$ cat config.mk
export PLATFORM = sky130hd
export DESIGN_NAME = alu_exec_ctrl_flat
export DESIGN_NICKNAME = d
export VERILOG_FILES = /design/src/rtl/isa_pkg.sv /design/src/rtl/alu_exec_ctrl_if.sv /design/src/rtl/alu_exec_ctrl.sv /design/src/flat_wrapper.sv
export SDC_FILE = /design/constraint.sdc
export NUM_CORES = 1
export LEC_CHECK = 0
export ABC_AREA = 1
export CORE_MARGIN = 8
export CORE_UTILIZATION = 30
export CTS_CLUSTER_DIAMETER = 200
export DETAILED_ROUTE_END_ITERATION = 10
export PLACE_DENSITY = 0.61
export REMOVE_ABC_BUFFERS = 1
export SYNTH_ARGS = -nofsm -noshare
export SYNTH_HDL_FRONTEND = slang
export SYNTH_SLANG_ARGS = --single-unit
$ cat constraint.sdc
create_clock -name clk -period 1.7 [get_ports clk]
set_input_delay 0.34 -clock clk [delete_from_list [all_inputs] [get_ports clk]]
set_output_delay 0.34 -clock clk [all_outputs]
set_load 0.02 [all_outputs]
$ cat src/rtl/isa_pkg.sv
// Opcode constants, controller state encoding and instruction-class decode
// shared by the execute controller and the ALU.
package isa_pkg;

    localparam int unsigned DATA_W = 32;
    localparam int unsigned OPC_W  = 8;

    typedef logic [OPC_W-1:0] opcode_t;

    localparam opcode_t OP_NOP   = 8'h00;
    localparam opcode_t OP_STORE = 8'h01;
    localparam opcode_t OP_LOAD  = 8'h02;
    localparam opcode_t OP_BUN   = 8'h03;
    localparam opcode_t OP_BZ    = 8'h04;
    localparam opcode_t OP_BP    = 8'h05;
    localparam opcode_t OP_SII   = 8'h06;
    localparam opcode_t OP_ADD   = 8'h07;
    localparam opcode_t OP_SUB   = 8'h08;
    localparam opcode_t OP_MUL   = 8'h09;
    localparam opcode_t OP_DIV   = 8'h0A;
    localparam opcode_t OP_AND   = 8'h0B;
    localparam opcode_t OP_OR    = 8'h0C;
    localparam opcode_t OP_XOR   = 8'h0D;
    localparam opcode_t OP_NOR   = 8'h0E;
    localparam opcode_t OP_NAND  = 8'h0F;
    localparam opcode_t OP_NOT   = 8'h16;
    localparam opcode_t OP_INC   = 8'h17;
    localparam opcode_t OP_DEC   = 8'h18;
    localparam opcode_t OP_SR    = 8'h19;
    localparam opcode_t OP_SL    = 8'h20;
    localparam opcode_t OP_AR    = 8'h21;
    localparam opcode_t OP_CIR   = 8'h22;
    localparam opcode_t OP_CIL   = 8'h23;
    localparam opcode_t OP_HLT   = 8'h24;

    typedef enum logic [2:0] {
        ST_IDLE   = 3'd0,
        ST_MEM_RD = 3'd1,
        ST_MEM_WR = 3'd2,
        ST_EXEC   = 3'd3,
        ST_HALT   = 3'd4
    } state_t;

    function automatic logic is_binary(input opcode_t op);
        return op inside {OP_ADD, OP_SUB, OP_MUL, OP_DIV, OP_AND,
                          OP_OR, OP_XOR, OP_NOR, OP_NAND};
    endfunction

    function automatic logic is_unary(input opcode_t op);
        return op inside {OP_NOT, OP_INC, OP_DEC, OP_SR, OP_SL,
                          OP_AR, OP_CIR, OP_CIL};
    endfunction

    function automatic logic is_mem(input opcode_t op);
        return (op == OP_LOAD) || (op == OP_STORE);
    endfunction

    // Binary ALU ops need their second operand fetched, exactly like LOAD.
    function automatic state_t entry_state(input opcode_t op);
        if (op == OP_HLT)
            return ST_HALT;
        if (op == OP_STORE)
            return ST_MEM_WR;
        if (is_binary(op) || is_mem(op))
            return ST_MEM_RD;
        return ST_EXEC;
    endfunction

    function automatic logic branch_taken(input opcode_t op, input logic [DATA_W-1:0] acc);
        case (op)
            OP_BUN:  return 1'b1;
            OP_BZ:   return acc == '0;
            OP_BP:   return !acc[DATA_W-1] && (acc != '0);
            default: return 1'b0;
        endcase
    endfunction

endpackage

$ cat src/rtl/alu_exec_ctrl_if.sv
// Instruction handshake and memory req/ack bus between the execute
// controller (master) and its fetch/memory environment (slave).
interface alu_exec_ctrl_if #(
    parameter int unsigned ADDR_W = 24
);
    logic              inst_valid;
    logic              inst_ready;
    logic [31:0]       inst;
    logic              mem_req;
    logic              mem_we;
    logic [ADDR_W-1:0] mem_addr;
    logic [31:0]       mem_wdata;
    logic              mem_ack;
    logic [31:0]       mem_rdata;

    modport master (
        input  inst_valid, inst, mem_ack, mem_rdata,
        output inst_ready, mem_req, mem_we, mem_addr, mem_wdata
    );

    modport slave (
        output inst_valid, inst, mem_ack, mem_rdata,
        input  inst_ready, mem_req, mem_we, mem_addr, mem_wdata
    );
endinterface

$ cat src/rtl/alu_exec_ctrl.sv
// Multi-cycle execute controller: accepts one instruction, fetches/stores
// memory operands, drives the external ALU and retires results.
module alu_exec_ctrl
    import isa_pkg::*;
#(
    parameter int unsigned ADDR_W = 24
) (
    input  logic              clk,
    input  logic              rst,
    alu_exec_ctrl_if.master   bus,
    output logic [31:0]       alu_inst,
    output logic [31:0]       alu_op1,
    output logic [31:0]       alu_op2,
    input  logic [31:0]       alu_result,
    input  logic [31:0]       alu_ext,
    input  logic              alu_cb,
    output logic              br_valid,
    output logic [ADDR_W-1:0] br_target,
    output logic [31:0]       ac,
    output logic [31:0]       ext,
    output logic              cb,
    output logic              done,
    output logic              halted
);

    state_t      state;
    logic [31:0] ir;
    logic [31:0] mdr;
    opcode_t     inst_op;
    opcode_t     ir_op;
    state_t      inst_entry;

    assign inst_op    = bus.inst[31:24];
    assign ir_op      = ir[31:24];
    assign inst_entry = entry_state(inst_op);

    assign alu_inst = ir;
    assign alu_op1  = ac;
    assign alu_op2  = mdr;

    // A STORE retires in its ack cycle, so done is decoded from state and ack.
    assign done = (state == ST_EXEC) || ((state == ST_MEM_WR) && bus.mem_ack);

    always_ff @(posedge clk) begin
        if (rst) begin
            state          <= ST_IDLE;
            ir             <= '0;
            mdr            <= '0;
            ac             <= '0;
            ext            <= '0;
            cb             <= 1'b0;
            bus.inst_ready <= 1'b1;
            bus.mem_req    <= 1'b0;
            bus.mem_we     <= 1'b0;
            bus.mem_addr   <= '0;
            bus.mem_wdata  <= '0;
            br_valid       <= 1'b0;
            br_target      <= '0;
            halted         <= 1'b0;
        end else begin
            br_valid <= 1'b0;
            case (state)
                ST_IDLE: begin
                    if (bus.inst_valid && bus.inst_ready) begin
                        ir             <= bus.inst;
                        state          <= inst_entry;
                        bus.inst_ready <= 1'b0;
                        // Bus fields latch once at accept and hold through the ack.
                        bus.mem_req    <= (inst_entry == ST_MEM_RD) || (inst_entry == ST_MEM_WR);
                        bus.mem_we     <= (inst_entry == ST_MEM_WR);
                        bus.mem_addr   <= bus.inst[ADDR_W-1:0];
                        bus.mem_wdata  <= ac;
                        br_target      <= bus.inst[ADDR_W-1:0];
                        br_valid       <= branch_taken(inst_op, ac);
                        halted         <= (inst_entry == ST_HALT);
                    end
                end
                ST_MEM_RD: begin
                    if (bus.mem_ack) begin
                        mdr         <= bus.mem_rdata;
                        bus.mem_req <= 1'b0;
                        state       <= ST_EXEC;
                    end
                end
                ST_MEM_WR: begin
                    if (bus.mem_ack) begin
                        bus.mem_req    <= 1'b0;
                        bus.inst_ready <= 1'b1;
                        state          <= ST_IDLE;
                    end
                end
                ST_EXEC: begin
                    if (is_binary(ir_op) || is_unary(ir_op)) begin
                        ac <= alu_result;
                        cb <= alu_cb;
                        if ((ir_op == OP_MUL) || (ir_op == OP_DIV))
                            ext <= alu_ext;
                    end else if (ir_op == OP_LOAD) begin
                        ac <= mdr;
                    end else if (ir_op == OP_SII) begin
                        ac <= {8'h00, ir[23:0]};
                    end
                    bus.inst_ready <= 1'b1;
                    state          <= ST_IDLE;
                end
                ST_HALT: begin
                    halted         <= 1'b1;
                    bus.inst_ready <= 1'b0;
                end
                default: begin
                    bus.inst_ready <= 1'b1;
                    bus.mem_req    <= 1'b0;
                    state          <= ST_IDLE;
                end
            endcase
        end
    end

endmodule

$ cat src/flat_wrapper.sv
// flat-port wrapper written by rule: the top's interface ports become plain ports
module alu_exec_ctrl_flat import isa_pkg::*;
#(
    parameter int unsigned ADDR_W = 24
)
  (clk, rst, alu_inst, alu_op1, alu_op2, alu_result, alu_ext, alu_cb, br_valid, br_target, ac, ext, cb, done, halted, bus_inst_valid, bus_inst, bus_mem_ack, bus_mem_rdata, bus_inst_ready, bus_mem_req, bus_mem_we, bus_mem_addr, bus_mem_wdata);
  alu_exec_ctrl_if #(.ADDR_W(ADDR_W)) bus_i ();
  input  logic clk;
  input  logic rst;
  output logic [31:0] alu_inst;
  output logic [31:0] alu_op1;
  output logic [31:0] alu_op2;
  input  logic [31:0] alu_result;
  input  logic [31:0] alu_ext;
  input  logic alu_cb;
  output logic br_valid;
  output logic [ADDR_W-1:0] br_target;
  output logic [31:0] ac;
  output logic [31:0] ext;
  output logic cb;
  output logic done;
  output logic halted;
  input wire logic [$bits(bus_i.inst_valid)-1:0] bus_inst_valid;
  input wire logic [$bits(bus_i.inst)-1:0] bus_inst;
  input wire logic [$bits(bus_i.mem_ack)-1:0] bus_mem_ack;
  input wire logic [$bits(bus_i.mem_rdata)-1:0] bus_mem_rdata;
  output wire logic [$bits(bus_i.inst_ready)-1:0] bus_inst_ready;
  output wire logic [$bits(bus_i.mem_req)-1:0] bus_mem_req;
  output wire logic [$bits(bus_i.mem_we)-1:0] bus_mem_we;
  output wire logic [$bits(bus_i.mem_addr)-1:0] bus_mem_addr;
  output wire logic [$bits(bus_i.mem_wdata)-1:0] bus_mem_wdata;
  assign bus_i.inst_valid = bus_inst_valid;
  assign bus_i.inst = bus_inst;
  assign bus_i.mem_ack = bus_mem_ack;
  assign bus_i.mem_rdata = bus_mem_rdata;
  assign bus_inst_ready = bus_i.inst_ready;
  assign bus_mem_req = bus_i.mem_req;
  assign bus_mem_we = bus_i.mem_we;
  assign bus_mem_addr = bus_i.mem_addr;
  assign bus_mem_wdata = bus_i.mem_wdata;
  alu_exec_ctrl #(.ADDR_W(ADDR_W)) u_core (.clk(clk), .rst(rst), .bus(bus_i), .alu_inst(alu_inst), .alu_op1(alu_op1), .alu_op2(alu_op2), .alu_result(alu_result), .alu_ext(alu_ext), .alu_cb(alu_cb), .br_valid(br_valid), .br_target(br_target), .ac(ac), .ext(ext), .cb(cb), .done(done), .halted(halted));
endmodule
==> impl_metrics.tcl, run 1 <==
set metrics [dict create \
    vdd.ir_drop.worst_mv 0.645 \
    synth_edf_count 0 \
    ios 380 \
    status "complete, no violations" \
    cp.arrival_ns 1.29 \
    dr.pass1.iters 5 \
    rows 59 \
    min_period_ns 1.63 \
    grt_max_degree 66 \
    powerDensity_nw_per_um2 1400 \
    synth_simple_gate_area_frac 0.299 \
    clkLatencyLatePin_ns 0.43 \
    r2r-start "u_core.state[0]" \
    grt_pass1_wl_microns 47700 \
    hpwl_microns 23800 \
    ys.flop_type "dfxtp_1" \
    min_period_over_period 0.958 \
    die_area_sq_um 31300 \
    area_growth_pct 56.0 \
    syn_area_per_cell_sq_um 6.82 \
    netlist_area_sq_um 7750 \
    netlist.top_cell.by_area "dfxtp_1" \
    clkTransAtPathRegs_ns 0.07 \
    die_h_microns 177 \
    yosysMostFrequentCell "nand2_1" \
    synth_top_family_by_area "simple AND/OR/NAND/NOR gates" \
    drv_cap 0 \
    finalSetupTns_ns 0 \
    drt-wirelength-per-cell_microns 17.9 \
    cts_root_buffer "clkbuf_16" \
    synth_xor_area_frac 0 \
    ys_warn_count 0 \
    ys_seq_area_frac 0.436 \
    cts_tree "built" \
    synth.distinct_cells 22 \
    grt_usage 0.196 \
    antenna_cells 0 \
    htreeDepth 4 \
    worstMarginPinSlew_ns 0.359 \
    cts_buffers 17 \
    cp_cell_sequence "dlygate4sd2_1" \
    yosysTopAreaCellShare 0.436 \
    pre_cts_slack_ns -0.332 \
    drive_above_1_share 0.0906 \
    drc 0 \
    skew_ns 0.0140 \
    gp_congestion 0.835 \
    cts_max_path_buffers 2 \
    crit_path_start_kind "flop" \
    place_inst 1754 \
    fin_area_sq_um 12100 \
    slew_viol_final 0 \
    crit_buf_inv 1 \
    setup_violations 0 \
    vias_per_cell 4.58 \
    hp-class "input pin to flop" \
    io_buffers 379 \
    synth_seq_cells 169 \
    first_global_vias 8081 \
    placed_cell_area_sq_um 11600 \
    coreArea_sq_um 25700 \
    ys_async_sr_fraction 0 \
    path_class "flop to output port" \
    max-slew-margin-rel 0.760 \
    leakage_nw 6.30 \
    dr_total_vias 8212 \
    final_cells 1792 \
    layout_setup_ws_ns 0.0711 \
    hold_viol 0 \
    cp_slowest_cell "dfxtp_1" \
    yosys.area_share.adder 0 \
    slowest_delay_ns 0.44 \
    die_x_microns 177 \
    rsz0062_at_grt "true" \
    path_delay_family "flip-flops" \
    antenna_found_initial 2 \
    hp-start "rst" \
    layout.nets 1578 \
    clock-sinks 169 \
    crit_required_ns 1.36 \
    synth.area.top_cells "dfxtp_1, nand2_1, buf_4" \
    start_util 0.302 \
    synth_mux_area_frac 0 \
    ant_nets 0 \
    synth_compound_area_frac 0.117 \
    synth_common_cells "nand2_1, dfxtp_1, nor2_1" \
    drt_iter0_drc 499 \
    crit_fanout 5 \
    cp-startpoint "u_core.alu_inst[5]" \
    wl_microns 32100 \
    syn_inst 1137 \
    grt-ovfl-total 0 \
    max_freq_ghz 0.614 \
    end_kind "output port" \
]
[worst reg2reg max path: stages (launching register included)]
cell and delay, ns:
dfxtp_1 0.32, inv_2 0.06, nor2_1 0.10, nand2_1 0.10
buf_4 0.16, inv_4 0.12, nand3_2 0.14, inv_2 0.09
buf_12 0.17, nand2_1 0.11, a21oi_1 0.13
[cell families after synthesis]
family                 Yosys count
AO/OA/AOI/OAI                  181
buffers and inverters          209
flip-flops                     169
AND/OR/NAND/NOR                578
[registers in the layout (all words and copies together) (netlist names)]
register,flops
u_core.cb,1
u_core.bus.mem_we,1
u_core.alu_inst,32
u_core.alu_op2,32
u_core.ext,32
u_core.halted,1
u_core.bus.inst_ready,1
u_core.state,3
u_core.ac,32
u_core.br_valid,1
u_core.bus.mem_req,1
u_core.bus.mem_wdata,32
[worst paths after layout]
check | end | slack (ns) | cells past startpoint
hold reg to reg | u_core.ext[24] | 0.46 | 2
hold / removal | u_core.state[2] | 0.44 | 3
setup reg to reg | u_core.ext[7] | 0.11 | 10
setup / recovery | br_target[5] | 0.07 | 1
[area by class of cell]
type                       instances  area, sq um
inverter                          66          251
clock buffer                      17          425
clock inverter                    14          186
fill                            2692        13600
timing repair buffer             431         4100
sequential                       169         3390
tap                              335          419
multi-input combinational        760         3330
[layer usage]
layer,GRT usage,wire (microns)
met1,0.227,13200
met2,0.341,15500
met3,0.0708,2980
met4,0.0434,376
met5,0,27
[cells in the final DEF, fill, tap and decap left out, types with 14 or more instances in the layout]
| master | instances |
|---|---|
| o21ai_0 | 74 |
| a21oi_1 | 105 |
| dfxtp_1 | 163 |
| buf_4 | 33 |
| nand2_1 | 324 |
| nand3_1 | 63 |
| nor2_1 | 155 |
| buf_12 | 14 |
| clkdlybuf4s50_1 | 131 |
| clkbuf_16 | 19 |
| inv_1 | 54 |
| dlygate4sd2_1 | 245 |
[power by group]
part	leakage (nW)	total, mW	internal, mW	switching, mW
combinational	4.63	7.48	2.73	4.75
clock	0.293	4.17	2.36	1.81
sequential	1.38	5.25	4.68	0.575
[repair_timing]
| item | CTS | global route |
|---|---|---|
| endpoints found under the hold margin | 0 | 0 |
| setup buffers | 0 | 3 |
| hold buffers | 0 | 0 |
| resized for setup | 251 | 34 |
| gates cloned | 0 | 4 |
| setup endpoints to repair | 248 | 36 |
| pin swaps | 0 | 10 |
[per-stage QoR]
stage                     hold slack (ns)  utilization  power, mW
after detailed placement            0.456        0.451       13.3
after global placement              0.450        0.451       13.3
after floorplan                     0.409            -       9.00
after CTS                           0.425        0.463       16.9
final                               0.437        0.471       16.9
after global routing                0.442        0.471       18.0
Power figures use the tool's default switching activity.
==> inputs of run 2 (changes only) <==
--- a/config.mk
+++ b/config.mk
@@ -7,10 +7,11 @@
 export LEC_CHECK = 0
 export ABC_AREA = 1
 export CORE_MARGIN = 8
-export CORE_UTILIZATION = 30
+export CORE_UTILIZATION = 41
 export CTS_CLUSTER_DIAMETER = 200
+export CTS_CLUSTER_SIZE = 30
 export DETAILED_ROUTE_END_ITERATION = 10
-export PLACE_DENSITY = 0.61
+export PLACE_DENSITY = 0.8
 export REMOVE_ABC_BUFFERS = 1
 export SYNTH_ARGS = -nofsm -noshare
 export SYNTH_HDL_FRONTEND = slang
==> run 2 against run 1 <==
Compared with the run above:
- die area fell by 25%
- clock skew shrank 0.00085 ns
- via count grew 1.8%
- cell count is 6.3% lower
- cell area shrank 3.5%
- largest power group unchanged
- flip-flop and latch count unchanged
- first-iteration DRC count up 19%
- worst setup slack worse by 0.0066 ns
- register-to-register slack lost 0.03 ns
- core utilization is 16 points higher
- sequential power about the same
==> impl_metrics.tcl, run 2 (same netlist as run 1, synthesis figures left out) <==
set metrics [dict create \
    setup_violations 0 \
    hold_path_depth 3 \
    htreeDepth 4 \
    r2r_setup_slack_ns 0.08 \
    ios 380 \
    end_kind "output port" \
    skew_ns 0.0132 \
    coreArea_sq_um 18600 \
    antenna_found_initial 1 \
    worstRegToRegCells 10 \
    drt_iter0_drc 593 \
    critPathCapture "alu_inst[25]" \
    cts_max_path_buffers 2 \
    reg2reg_to "u_core.ac[17]" \
    area_growth_pct 50.5 \
    wl_microns 29600 \
    gp_congestion 0.885 \
    layout.nets 1565 \
    clock-sinks 169 \
    status "complete, no violations" \
    die_area_sq_um 23600 \
    ant_nets 0 \
    start_util 0.416 \
    cp.arrival_ns 1.30 \
    hold_viol 0 \
    dr.pass1.iters 5 \
    crit_buf_inv 2 \
    slew_viol_final 0 \
    cp.depth 2 \
    die_h_microns 154 \
    cp-startpoint "u_core.alu_inst[25]" \
    io_buffers 379 \
    drc 0 \
    min_period_over_period 0.962 \
    first_global_vias 7971 \
    clkTransAtPathRegs_ns 0.07 \
    mostFrequentLayoutCells "nand2_1, dlygate4sd2_1, dfxtp_1" \
    hp-class "input pin to flop" \
    powerDensity_nw_per_um2 1390 \
    path_class "flop to output port" \
    cts_tree "built" \
    die_x_microns 154 \
    max_freq_ghz 0.611 \
    grt-ovfl-total 0 \
    cp_slowest_cell "dfxtp_1" \
    hpwl_microns 22500 \
    drt-wirelength-per-cell_microns 17.6 \
    cts_buffers 17 \
    vias_per_cell 4.98 \
    crit_fanout 6 \
    crit_path_start_kind "flop" \
    final_common_cell "nand2_1" \
    grt_pass1_wl_microns 45300 \
    whs_ns 0.309 \
    grt_usage 0.242 \
    crit_required_ns 1.36 \
    power_mw 16.3 \
    fin_area_sq_um 11700 \
    cp_cell_sequence "buf_4 -> clkdlybuf4s15_1" \
    vdd.ir_drop.worst_mv 0.816 \
    clkLatencyLatePin_ns 0.42 \
    path_delay_family "buffers and inverters" \
    r2r-start "u_core.alu_inst[30]" \
    slowest_delay_ns 0.41 \
    leakage_nw 6.18 \
    max-slew-margin-rel 0.599 \
    dr_total_vias 8359 \
    drv_cap 0 \
    grt_max_degree 57 \
    rows 50 \
    placed_cell_area_sq_um 11400 \
    fin_util 0.626 \
    drive_above_1_share 0.0671 \
    finalSetupTns_ns 0 \
    worstMarginPinSlew_ns 0.601 \
    min_period_ns 1.64 \
    cts_root_buffer "clkbuf_16" \
    rsz0062_at_grt "false" \
]
[run 2: where the power goes]
part	switching, mW	internal (mW)	total [mW]
logic	4.58	2.57	7.15
registers	0.546	4.67	5.22
clock network	1.69	2.23	3.92
[run 2: how the worst min path moves through the flow]
stage / from / end / slack (ns)
after global routing: rst / u_core.alu_inst[14] / 0.32
after floorplan: rst / u_core.alu_inst[0] / 0.41
after global placement: u_core.cb / u_core.cb / 0.45
after detailed placement: u_core.cb / u_core.cb / 0.46
final: rst / u_core.alu_inst[12] / 0.31
after CTS: rst / u_core.alu_inst[15] / 0.30
[run 2: repair_timing]
action	4_1_cts	5_1_grt
resized for setup	252	6
pin swaps	0	1
setup endpoints to repair	248	33
gates cloned	0	0
hold buffers	0	0
buffers inserted	0	1
[run 2: cell type report]
cell class	count	area, sq um
fill	1700	6970
timing repair buffer	419	3920
sequential	169	3380
multi-input combinational	759	3240
clock buffer	20	447
tap	234	293
inverter	66	248
clock inverter	12	140
antenna	1	2.50
[run 2: worst reg2reg max path: stages (launching register included)]
cell and delay, ns:
dfxtp_1 0.34, inv_2 0.06, nand2_1 0.11, nor2_4 0.21
buf_4 0.25, nand3_1 0.09, nand2_1 0.07, nand3_1 0.14
nand2_1 0.15, nor2_1 0.05, nor2_1 0.09
[run 2: routing by layer]
metal,GRT usage,wire (microns),vias up,part of all wire
met1,0.274,11600,3797,0.39
li1,-,-,4098,-
met2,0.420,14500,415,0.49
met4,0.0798,656,2,0.022
met3,0.0799,2850,47,0.096
met5,0,12,-,0.00040
[run 2: per-stage QoR]
stage	setup WS, ns	std cells
after global routing	0.00100	1679
after detailed placement	-0.306	1646
after CTS	0.0155	1678
final	0.0645	1680
after global placement	-0.295	1646
after floorplan	-0.718	994
